`src/rtl/collision_pkg.sv`:
```
// Shared types and bit-scan helpers for the collision event arbiter.
// The record widths cover the largest legal table (32 balls); narrower builds truncate.
package collision_pkg;

    localparam int MAX_BALLS = 32;
    localparam int MAX_ID_W  = 5;

    localparam logic [1:0] WALL_NONE = 2'b00;

    typedef enum logic [1:0] {
        EVT_NONE = 2'b00,
        EVT_HOLE = 2'b01,
        EVT_BALL = 2'b10,
        EVT_WALL = 2'b11
    } evt_type_t;

    typedef struct packed {
        evt_type_t             evt_type;
        logic [MAX_ID_W-1:0]   id_a;
        logic [MAX_ID_W-1:0]   id_b;
        logic [1:0]            wall;
    } collision_evt_t;

    // Index of the lowest set bit; 0 when the vector is empty.
    function automatic logic [MAX_ID_W-1:0] lowest_set_bit(input logic [MAX_BALLS-1:0] vec);
        logic [MAX_ID_W-1:0] idx;
        idx = '0;
        for (int i = MAX_BALLS - 1; i >= 0; i--) begin
            if (vec[i]) begin
                idx = MAX_ID_W'(i);
            end else begin
                idx = idx;
            end
        end
        return idx;
    endfunction

    function automatic logic [MAX_ID_W-1:0] second_set_bit(input logic [MAX_BALLS-1:0] vec);
        return lowest_set_bit(vec & (vec - 32'd1));
    endfunction

endpackage

```
`src/rtl/collision_event_fifo.sv`:
```
// Event record FIFO with first-word-fall-through head and a synchronous flush.
// A push into a full FIFO is accepted only when a pop happens in the same cycle.
module collision_event_fifo
    import collision_pkg::*;
#(
    parameter int  DEPTH  = 8,
    parameter type T      = collision_evt_t,
    localparam int PTR_W  = $clog2(DEPTH),
    localparam int CNT_W  = PTR_W + 1
) (
    input  logic             clk,
    input  logic             rst_n,
    input  logic             flush_i,
    input  logic             push_i,
    input  T                 data_i,
    input  logic             pop_i,
    output T                 data_o,
    output logic             full_o,
    output logic             empty_o,
    output logic [CNT_W-1:0] count_o
);

    T                 mem_q [DEPTH];
    logic [PTR_W-1:0] wr_ptr_q;
    logic [PTR_W-1:0] rd_ptr_q;
    logic [CNT_W-1:0] count_q;
    logic             do_push_s;
    logic             do_pop_s;

    assign empty_o   = (count_q == CNT_W'(0));
    assign full_o    = (count_q == CNT_W'(DEPTH));
    assign count_o   = count_q;
    assign do_pop_s  = pop_i && !empty_o;
    assign do_push_s = push_i && (!full_o || do_pop_s);
    assign data_o    = empty_o ? T'('0) : mem_q[rd_ptr_q];

    // Pointer and occupancy tracking; pointers wrap naturally at a power-of-two depth.
    always_ff @(posedge clk or negedge rst_n) begin
        if (!rst_n) begin
            wr_ptr_q <= '0;
            rd_ptr_q <= '0;
            count_q  <= '0;
        end else if (flush_i) begin
            wr_ptr_q <= '0;
            rd_ptr_q <= '0;
            count_q  <= '0;
        end else begin
            wr_ptr_q <= do_push_s ? wr_ptr_q + PTR_W'(1) : wr_ptr_q;
            rd_ptr_q <= do_pop_s  ? rd_ptr_q + PTR_W'(1) : rd_ptr_q;
            count_q  <= count_q + CNT_W'(do_push_s) - CNT_W'(do_pop_s);
        end
    end

    // Storage array; contents are never observable while the FIFO is empty.
    always_ff @(posedge clk) begin
        if (do_push_s) begin
            mem_q[wr_ptr_q] <= data_i;
        end else begin
            mem_q[wr_ptr_q] <= mem_q[wr_ptr_q];
        end
    end

endmodule

```
`src/rtl/collision_event_arbiter.sv`:
```
// Classifies per-pixel ball/hole/cushion overlaps into deduplicated events and queues them.
// Optional per-frame statistics outputs are enabled by defining COLLISION_STATS_EN.
module collision_event_arbiter
    import collision_pkg::*;
#(
    parameter int  NUM_BALLS  = 16,
    parameter int  FIFO_DEPTH = 8,
    localparam int ID_W       = $clog2(NUM_BALLS)
) (
    input  logic                 clk,
    input  logic                 resetN,
    input  logic                 startOfFrame,
    input  logic                 newGame,
    input  logic [NUM_BALLS-1:0] Balls_DR_VEC,
    input  logic [1:0]           Table_DR,
    input  logic                 Hole_DR,
    output logic                 evt_valid,
    input  logic                 evt_ready,
    output logic [1:0]           evt_type,
    output logic [ID_W-1:0]      evt_id_a,
    output logic [ID_W-1:0]      evt_id_b,
    output logic [1:0]           evt_wall,
    output logic [NUM_BALLS-1:0] balls_in_game,
`ifdef COLLISION_STATS_EN
    output logic [7:0]           stat_evt_cnt,
    output logic [7:0]           stat_drop_cnt,
`endif
    output logic                 frame_done,
    output logic                 overflow
);

    localparam logic [0:0] S_WAIT    = 1'b0;
    localparam logic [0:0] S_COLLECT = 1'b1;
    localparam int         CNT_W     = $clog2(FIFO_DEPTH) + 1;

    logic [0:0]           state_q, state_d;
    logic [NUM_BALLS-1:0] in_game_q, in_game_d;
    logic [NUM_BALLS-1:0] wall_hit_q, wall_hit_d;
    logic                 pair_vld_q, pair_vld_d;
    logic [ID_W-1:0]      pair_a_q, pair_a_d, pair_b_q, pair_b_d;
    logic                 overflow_q, overflow_d;
    logic                 frame_done_q;

    logic [NUM_BALLS-1:0] masked_s;
    logic [MAX_BALLS-1:0] masked_ext_s;
    logic [MAX_ID_W-1:0]  lo_s, hi_s;
    logic [ID_W-1:0]      lo_id_s, hi_id_s;
    logic                 collect_s, sof_clear_s, any_s, multi_s;
    logic                 hole_cand_s, ball_cand_s, wall_cand_s, push_s;
    logic                 fifo_full_s, fifo_empty_s, pop_s, drop_s;
    logic [CNT_W-1:0]     fifo_count_s;
    collision_evt_t       evt_s, head_s;
    logic                 unused_s;

    assign masked_s    = Balls_DR_VEC & in_game_q;
    assign collect_s   = (state_q == S_COLLECT) && !newGame;
    assign sof_clear_s = collect_s && startOfFrame;
    assign lo_s        = lowest_set_bit(masked_ext_s);
    assign hi_s        = second_set_bit(masked_ext_s);
    assign lo_id_s     = lo_s[ID_W-1:0];
    assign hi_id_s     = hi_s[ID_W-1:0];
    assign any_s       = |masked_ext_s;
    assign multi_s     = |(masked_ext_s & (masked_ext_s - 32'd1));

    // Zero-extend the live ball mask to the width the bit-scan helpers expect.
    always_comb begin
        masked_ext_s                = '0;
        masked_ext_s[NUM_BALLS-1:0] = masked_s;
    end

    // Frame-start clearing takes effect before this pixel's candidates are judged.
    always_comb begin
        wall_hit_d  = sof_clear_s ? '0   : wall_hit_q;
        pair_vld_d  = sof_clear_s ? 1'b0 : pair_vld_q;
        pair_a_d    = pair_a_q;
        pair_b_d    = pair_b_q;
        in_game_d   = in_game_q;
        hole_cand_s = collect_s && Hole_DR && any_s;
        ball_cand_s = collect_s && multi_s &&
                      !(pair_vld_d && (pair_a_q == lo_id_s) && (pair_b_q == hi_id_s));
        wall_cand_s = collect_s && (Table_DR != WALL_NONE) && any_s && !wall_hit_d[lo_id_s];
        evt_s       = '{evt_type: EVT_NONE, id_a: '0, id_b: '0, wall: WALL_NONE};
        if (hole_cand_s) begin
            evt_s.evt_type     = EVT_HOLE;
            evt_s.id_a         = lo_s;
            in_game_d[lo_id_s] = 1'b0;
        end else if (ball_cand_s) begin
            evt_s.evt_type = EVT_BALL;
            evt_s.id_a     = lo_s;
            evt_s.id_b     = hi_s;
            pair_vld_d     = 1'b1;
            pair_a_d       = lo_id_s;
            pair_b_d       = hi_id_s;
        end else if (wall_cand_s) begin
            evt_s.evt_type      = EVT_WALL;
            evt_s.id_a          = lo_s;
            evt_s.wall          = Table_DR;
            wall_hit_d[lo_id_s] = 1'b1;
        end else begin
            evt_s.evt_type = EVT_NONE;
        end
        push_s     = hole_cand_s || ball_cand_s || wall_cand_s;
        pop_s      = !fifo_empty_s && evt_ready;
        drop_s     = push_s && fifo_full_s && !pop_s;
        overflow_d = overflow_q || drop_s;
    end

    // Frame sequencing: nothing is collected until the first frame start.
    always_comb begin
        case (state_q)
            S_WAIT:    state_d = startOfFrame ? S_COLLECT : S_WAIT;
            S_COLLECT: state_d = S_COLLECT;
            default:   state_d = S_WAIT;
        endcase
    end

    // Game and per-frame bookkeeping; newGame overrides everything else.
    always_ff @(posedge clk or negedge resetN) begin
        if (!resetN) begin
            state_q      <= S_WAIT;
            in_game_q    <= '1;
            wall_hit_q   <= '0;
            pair_vld_q   <= 1'b0;
            pair_a_q     <= '0;
            pair_b_q     <= '0;
            overflow_q   <= 1'b0;
            frame_done_q <= 1'b0;
        end else if (newGame) begin
            state_q      <= S_WAIT;
            in_game_q    <= '1;
            wall_hit_q   <= '0;
            pair_vld_q   <= 1'b0;
            pair_a_q     <= '0;
            pair_b_q     <= '0;
            overflow_q   <= 1'b0;
            frame_done_q <= 1'b0;
        end else begin
            state_q      <= state_d;
            in_game_q    <= in_game_d;
            wall_hit_q   <= wall_hit_d;
            pair_vld_q   <= pair_vld_d;
            pair_a_q     <= pair_a_d;
            pair_b_q     <= pair_b_d;
            overflow_q   <= overflow_d;
            frame_done_q <= sof_clear_s;
        end
    end

    collision_event_fifo #(
        .DEPTH (FIFO_DEPTH),
        .T     (collision_evt_t)
    ) u_fifo (
        .clk     (clk),
        .rst_n   (resetN),
        .flush_i (newGame),
        .push_i  (push_s),
        .data_i  (evt_s),
        .pop_i   (pop_s),
        .data_o  (head_s),
        .full_o  (fifo_full_s),
        .empty_o (fifo_empty_s),
        .count_o (fifo_count_s)
    );

`ifdef COLLISION_STATS_EN
    logic [7:0] evt_cnt_q, drop_cnt_q, stat_evt_q, stat_drop_q;
    logic       accept_s;

    assign accept_s = push_s && !drop_s;

    // Per-frame counters, snapshotted at each frame boundary and saturating at 255.
    always_ff @(posedge clk or negedge resetN) begin
        if (!resetN) begin
            evt_cnt_q   <= 8'd0;
            drop_cnt_q  <= 8'd0;
            stat_evt_q  <= 8'd0;
            stat_drop_q <= 8'd0;
        end else if (newGame) begin
            evt_cnt_q   <= 8'd0;
            drop_cnt_q  <= 8'd0;
            stat_evt_q  <= stat_evt_q;
            stat_drop_q <= stat_drop_q;
        end else if (sof_clear_s) begin
            stat_evt_q  <= evt_cnt_q;
            stat_drop_q <= drop_cnt_q;
            evt_cnt_q   <= {7'd0, accept_s};
            drop_cnt_q  <= {7'd0, drop_s};
        end else begin
            stat_evt_q  <= stat_evt_q;
            stat_drop_q <= stat_drop_q;
            evt_cnt_q   <= (accept_s && evt_cnt_q != 8'hFF)  ? evt_cnt_q + 8'd1  : evt_cnt_q;
            drop_cnt_q  <= (drop_s && drop_cnt_q != 8'hFF)   ? drop_cnt_q + 8'd1 : drop_cnt_q;
        end
    end

    assign stat_evt_cnt  = stat_evt_q;
    assign stat_drop_cnt = stat_drop_q;
`endif

    assign evt_valid     = !fifo_empty_s;
    assign evt_type      = head_s.evt_type;
    assign evt_id_a      = head_s.id_a[ID_W-1:0];
    assign evt_id_b      = head_s.id_b[ID_W-1:0];
    assign evt_wall      = head_s.wall;
    assign balls_in_game = in_game_q;
    assign frame_done    = frame_done_q;
    assign overflow      = overflow_q;
    assign unused_s      = &{1'b0, head_s, lo_s, hi_s, fifo_count_s};

endmodule

```
`config.mk`:
```
export PLATFORM = sky130hd
export DESIGN_NAME = collision_event_arbiter
export DESIGN_NICKNAME = d
export VERILOG_FILES = /design/src/rtl/collision_pkg.sv /design/src/rtl/collision_event_fifo.sv /design/src/rtl/collision_event_arbiter.sv
export SDC_FILE = /design/constraint.sdc
export NUM_CORES = 1
export LEC_CHECK = 0
export ABC_CLOCK_PERIOD_IN_PS = 8270
export CAP_MARGIN = 20
export CORE_MARGIN = 5
export CORE_UTILIZATION = 50
export CTS_CLUSTER_SIZE = 25
export DETAILED_ROUTE_END_ITERATION = 10
export PLACE_DENSITY = 0.7
export SETUP_SLACK_MARGIN = 0.02
export SLEW_MARGIN = 40
export SYNTH_ARGS = -nofsm -noshare
export SYNTH_HDL_FRONTEND = slang
export SYNTH_SLANG_ARGS = --single-unit
export TNS_END_PERCENT = 5
```
`constraint.sdc`:
```
create_clock -name clk -period 8.27 [get_ports clk]
set_input_delay 2.0675 -clock clk [delete_from_list [all_inputs] [get_ports clk]]
set_output_delay 2.0675 -clock clk [all_outputs]
set_load 0.02 [all_outputs]
```
Word-level counts from Yosys, hierarchy flattened
Memories as Yosys holds them, arrays and structs flattened.
Index checks and enable logic that the tools add are counted.
Storage, ports and cells
  bits in registers: 54
  RAM bits: 112
  input port bits: 24
  word-level logic and storage cells: 160
  memories: 1
Memories
  u_fifo.mem_q: words 8, bits a word 14, rd ports 1, clocked after memory_dff 0, write ports 1, RTL line collision_event_fifo.sv:23  | T mem_q [DEPTH];
Cells by class
  add/sub/neg operators: 5
  order comparisons: 2
  eq/ne operators: 5
  multiplexer cells: 92
  bitwise gates (word level): 7
  reduce and logical (&&, ||, !) cells: 37
Operators by type and width (number)
  5-bit 2-to-1 mux: 47
  16-bit 2-to-1 mux: 7
  4-bit 2-to-1 mux: 10
  16-bit AND: 2
  16-bit by 32-bit AND with 32-bit output: 1
  32-bit OR reduction: 1
  14-bit 2-to-1 mux: 2
  7-bit 2-to-1 mux: 3
  1-bit logical AND: 17
  16-bit by 1-bit subtractor with 17-bit output, second input constant: 1
  16-bit NOT: 1
  16-bit OR: 1
  16-bit OR reduction: 1
  1-bit 2-to-1 mux: 13
  3-bit 2-to-1 mux: 4
  2-bit nonzero test: 5
  4-bit == test: 2
  3-bit by 1-bit adder with 3-bit output, second input constant: 2
  1-bit logical NOT: 6
  2-bit 2-to-1 mux: 3
  4-bit by 5-bit < comparator with 1-bit output, second input constant: 1
  4-bit by 1-bit adder with 4-bit output: 1
  1-bit binary-select mux with 4-bit select: 1
  1-bit demux with 4-bit select: 1
  11 further kinds: 15

Logic depth before layout (Yosys ltp)
  depth after elaboration: 45
  mapped depth: 18

By module
From an unflattened synthesis, not the netlist that was laid out.
Second synthesis, totals
  cells, all modules: 617
  area, all modules: 8107.8 sq um
Modules (own cells, without submodules)
  collision_event_fifo: times used 1, cells an instance 241, area an instance 4880.9 sq um, seq. area each 3613.5 sq um
  collision_event_arbiter: times used 1, cells an instance 376, area an instance 3226.8 sq um, seq. area each 1121.1 sq um

Least setup slack after synthesis
No wires, ideal clock.
  path type: input port to flip-flop
  start: in Balls_DR_VEC[0]
  end: mem u_fifo.mem_q[1][0] in the netlist's numbering (enable)
  setup time: 0.412 ns
  arrival time: 5.399 ns
  required time: 7.858 ns
  path slack: 2.459 ns
  cell stages on the path: 11
  buffers on the path: 1
  cell sequence: a22o_2 > nor4_4 > a31oi_1 > a2111oi_1 > a21oi_1 > o221a_2 > a211o_1 > a21boi_2 > buf_6 > o31ai_4 > nor4_1
Between the ends
  cells in the longest elaborated chain, start to end: 45
  elaborated cells between the ends (all ways): 59
Ends and longest elaborated chain
  start: declaration: RTL line collision_event_arbiter.sv:14  | input logic [NUM_BALLS-1:0] Balls_DR_VEC,
  16-bit AND (*): RTL line collision_event_arbiter.sv:55  | assign masked_s = Balls_DR_VEC & in_game_q;
  16-bit by 1-bit subtractor with 17-bit output: RTL line collision_pkg.sv:39, collision_event_arbiter.sv:63
  16-bit by 32-bit AND with 32-bit output: RTL line collision_pkg.sv:39, collision_event_arbiter.sv:63
  5-bit 2-to-1 mux (32 in a row): RTL line collision_pkg.sv:29  | if (vec[i]) begin
  4-bit == test: RTL line collision_event_arbiter.sv:80  | !(pair_vld_d && (pair_a_q == lo_id_s) && (pair_b_q == hi_id_s));
  1-bit logical AND: RTL line collision_event_arbiter.sv:80
  1-bit logical NOT: RTL line collision_event_arbiter.sv:80
  1-bit logical AND: RTL line collision_event_arbiter.sv:79  | ball_cand_s = collect_s && multi_s &&
  1-bit logical OR: RTL line collision_event_arbiter.sv:102  | push_s = hole_cand_s || ball_cand_s || wall_cand_s;
  1-bit logical OR (*): RTL line collision_event_arbiter.sv:102
  1-bit logical AND (*): RTL line collision_event_fifo.sv:34  | assign do_push_s = push_i && (!full_o || do_pop_s);
  1-bit 2-to-1 mux (on tied branches): RTL line collision_event_fifo.sv:56, collision_event_fifo.sv:59
  1-bit 2-to-1 mux (not written as such) / 2-bit AND reduction (equally long branches)
  1-bit OR (no source line) (*)
  end: declaration: RTL line collision_event_fifo.sv:23
Every way passes the cells marked *; elsewhere a longest branch is shown, timed or not. The select of a mux whose other input is x is not followed.

==> results list <==
* DIE WIDTH: 133 µm
* Number of placement rows: 45
- The flow ran to the end, and the final reports show no timing, DRC or antenna violations.
- The later pin in the worst-skew pair is clocked with a latency of 420 ps.
- Number of H-tree branching levels: 4
- Cells fill 58.9% of the core in the end.
* FFs w/ async S/R, synth: 36.0%
- Once detail routing completed, the nets flagged for antenna violations numbered 0.
- Number of nets produced by synthesis: 645
* Antenna diode count: 0
* Time the worst path needs with I/O delays and setup: 6450 ps
* Routed length per placed instance: 20.6 µm
- Inserted Clock Buffers: 17
- Number of design-rule violations left by the first detailed-router iteration: 410
* Power density relative to cell area: 243 nW/µm²
* Largest area contributor in the synthesized netlist: sky130_fd_sc_hd__edfxtp_1
* Pins over their slew limit: 0
- Classification of the worst setup path: in2reg
- RSZ-0062 raised after global routing: no
* CTS resizes: 0
- # fillers: 1,206
- Max-capacitance violation count: 0
- Static power due to leakage: 3.18 nW
- After synthesis, the cell types taking the most area are sky130_fd_sc_hd__edfxtp_1 (38%), sky130_fd_sc_hd__dfrtp_1 (13%), sky130_fd_sc_hd__mux4_2 (7.1%).
- The number of failing hold endpoints at the final stage came to 0.
* Hold-fix buffer count after cts: 0
* Number of placed I/O pins: 55
- Area growth from synthesis to layout: 17.1%
* Area share of the largest cell type after synthesis: 38.1%
* Finish-stage setup viols: 0
* Worst Hold Class: reg2reg
- Static timing analysis puts the maximum clock frequency at 155 MHz.
- For this configuration, the core starts out at a cell density of 50.3%.
* Final Cell Area: 8860 µm²
* CP arrival: 6540 ps
- Final layout net count: 702
- Summed over all nets, the half-perimeter wirelength after detailed placement is 12,100 µm.
- For this run, the number of Yosys warnings is 0.
- The worst setup path is launched from an input pin.
- Dividing the synthesized area by the synthesized cell count gives 12.4 µm².
* Vertical extent of the die: 133 µm
* Library cells used by synthesis: 82
* Flip-flop and latch count after synthesis: 150
- Vias in the first global route: 5,445
* Clock transition at the registers of the reported paths: 60 ps
* Ys flop type: sky130_fd_sc_hd__edfxtp_1
- Summed over all layers, the routed wires come to 17,900 µm.
- Yosys instantiated no cell more often than sky130_fd_sc_hd__edfxtp_1.
- Post-CTS timing repair inserted 0 buffers for setup.
- Of all nets on the critical path, the largest fanout is 19.
* Number of cells produced by synthesis: 612
- Cells with a size suffix above 1 make up 17.2% of the layout.
- The synthesized design contains 96 enable-type register cells.
* Sequential fraction of the synthesis area: 56.2%
- The first detailed-routing pass ran for 5 iterations.
* Maximum number of pins on one net before global-route repair: 55
- Worst slew pin tran: 853 ps
- Once placement finished, the instance area stood at 8280 µm².
- Cell area after synthesis: 7560 µm²
* Post-route DRC violation count: 0
- For the worst setup path, the data required time is 8360 ps.
* Max-slew headroom: 43.1%
* Vias: 5,410
* Setup total negative slack: 0 ps
* Final period utilization: 78.0%
* Global route overflow: 0
- By count the netlist is led by sky130_fd_sc_hd__edfxtp_1 (96), sky130_fd_sc_hd__nand2_1 (80), sky130_fd_sc_hd__nor2_1 (59).
- Buffers placed on the I/O ports in this run total 54.
* Type of destination of the critical path: flop
- TritonCTS built the clock tree.
* Clock Path Buffers: 2
* Total design power: 2.15 mW
* Aggregate global-route resource usage: 21.2%
- The core region is 15,000 µm².
- Clock sinks: 150
- The first global-routing pass estimated 29,300 µm of wire.
- On the final layout, the worst clock skew is 11.4 ps.
* Weighted congestion at the end of routability-driven global placement: 0.938
- Die area: 17,700 µm²
- The initial antenna violation count is 0.
- After detailed routing, the number of vias per cell comes to 6.22.
- VDD sags by at most 129 µV.
- Clk Tree Root Cell: sky130_fd_sc_hd__clkbuf_16
## registers in the layout (all words and copies together) (netlist names)
register and cells:
balls_in_game 16, frame_done 1, u_fifo.rd_ptr_q 3, pair_vld_q 1, overflow 1, u_fifo.wr_ptr_q 3
wall_hit_q 16, u_fifo.count_o 4, state_q 1, pair_b_q 4, u_fifo.mem_q 96, pair_a_q 4
## worst paths after layout
kind	from	endpoint	slack, ps	depth (start not counted)
max in group asynchronous	resetN	u_fifo.rd_ptr_q[1]	5980	2
max reg2reg	balls_in_game[0]	u_fifo.mem_q[5][12]	3530	10
min in group asynchronous	resetN	state_q	1790	2
max	Balls_DR_VEC[0]	u_fifo.mem_q[5][12]	1820	11
min	wall_hit_q[8]	wall_hit_q[8]	480	2
min reg2reg	wall_hit_q[8]	wall_hit_q[8]	480	2
## worst max-delay path, cell delays in order
cell and delay (ps):
sky130_fd_sc_hd__clkdlybuf4s50_1 460, sky130_fd_sc_hd__a22oi_2 570, sky130_fd_sc_hd__nand4_2 460, sky130_fd_sc_hd__o32ai_1 510
sky130_fd_sc_hd__a2111oi_1 150, sky130_fd_sc_hd__a21oi_1 340, sky130_fd_sc_hd__nor2_1 90, sky130_fd_sc_hd__a211o_1 300
sky130_fd_sc_hd__a21boi_2 500, sky130_fd_sc_hd__nand2b_1 730, sky130_fd_sc_hd__nand2_1 350
## layout by cell type (no fill, tap or decap), types with 4 or more instances in the layout
cell                              instances
sky130_fd_sc_hd__nor3_1                  10
sky130_fd_sc_hd__mux4_2                  24
sky130_fd_sc_hd__xnor2_1                  4
sky130_fd_sc_hd__o21ai_1                  5
sky130_fd_sc_hd__a22o_1                   6
sky130_fd_sc_hd__a21o_1                   5
sky130_fd_sc_hd__a31oi_1                  6
sky130_fd_sc_hd__dfstp_2                 16
sky130_fd_sc_hd__xor2_1                   4
sky130_fd_sc_hd__clkbuf_1                 4
sky130_fd_sc_hd__inv_1                   14
sky130_fd_sc_hd__and2_1                   5
sky130_fd_sc_hd__o32ai_1                  4
sky130_fd_sc_hd__o31ai_1                 18
sky130_fd_sc_hd__a21oi_1                 23
sky130_fd_sc_hd__nor4_1                   4
sky130_fd_sc_hd__nor2_1                  57
sky130_fd_sc_hd__buf_4                   11
sky130_fd_sc_hd__o22a_1                  11
sky130_fd_sc_hd__mux2i_1                 21
sky130_fd_sc_hd__nor2b_1                  5
sky130_fd_sc_hd__clkbuf_16               17
sky130_fd_sc_hd__nor4_2                   4
sky130_fd_sc_hd__nand2b_1                 4
sky130_fd_sc_hd__clkdlybuf4s50_1         53
sky130_fd_sc_hd__dfrtp_1                 37
sky130_fd_sc_hd__nand2_1                 80
sky130_fd_sc_hd__a22oi_1                  7
sky130_fd_sc_hd__a22o_2                   4
sky130_fd_sc_hd__edfxtp_1                96
sky130_fd_sc_hd__o21ai_0                 14
sky130_fd_sc_hd__ha_1                     8
sky130_fd_sc_hd__nand3_1                 11
sky130_fd_sc_hd__a211oi_1                 6
## cells by family after synthesis
family	synth area share (%)
compound gates	15.1
xor+xnor	0.926
fa+ha+maj	1.85
buf+inv	2.80
flops	56.2
mux	9.93
simple gates	13.2
## per-layer routing
layer  track usage, %  wire, µm  vias to the layer above
met1             27.9      7880                     2748
li1                 -         -                     2481
met3             4.71       785                       29
met5                0         0                        -
met2             35.3      8960                      152
met4             6.35       312                        0
## through the flow
step | worst slack (ps) | instances | hold WS (ps)
after floorplan | 2460 | 612 | 448
after global placement | 1640 | 838 | 465
after CTS | 1830 | 870 | 487
after detailed placement | 1450 | 838 | 474
after global routing | 1600 | 870 | 513
final | 1820 | 870 | 483
## report_power, final
group | switching (mW) | internal [mW] | leakage (nW)
clock | 0.288 | 0.449 | 0.269
combinational | 0.294 | 0.250 | 1.33
sequential | 0.0306 | 0.838 | 1.57
total | 0.613 | 1.54 | 3.18
## area by class of cell
| class | count | area (µm²) | area share (%) |
|---|---|---|---|
| Clock buffer | 22 | 454 | 5.13 |
| Timing Repair Buffer | 65 | 618 | 6.98 |
| Tap cell | 188 | 235 | 2.65 |
| Multi-Input combinational cell | 421 | 3140 | 35.4 |
| Clock inverter | 10 | 106 | 1.20 |
| Sequential cell | 150 | 4260 | 48.0 |
| Inverter | 14 | 52.6 | 0.593 |
Power figures use the tool's default switching activity.
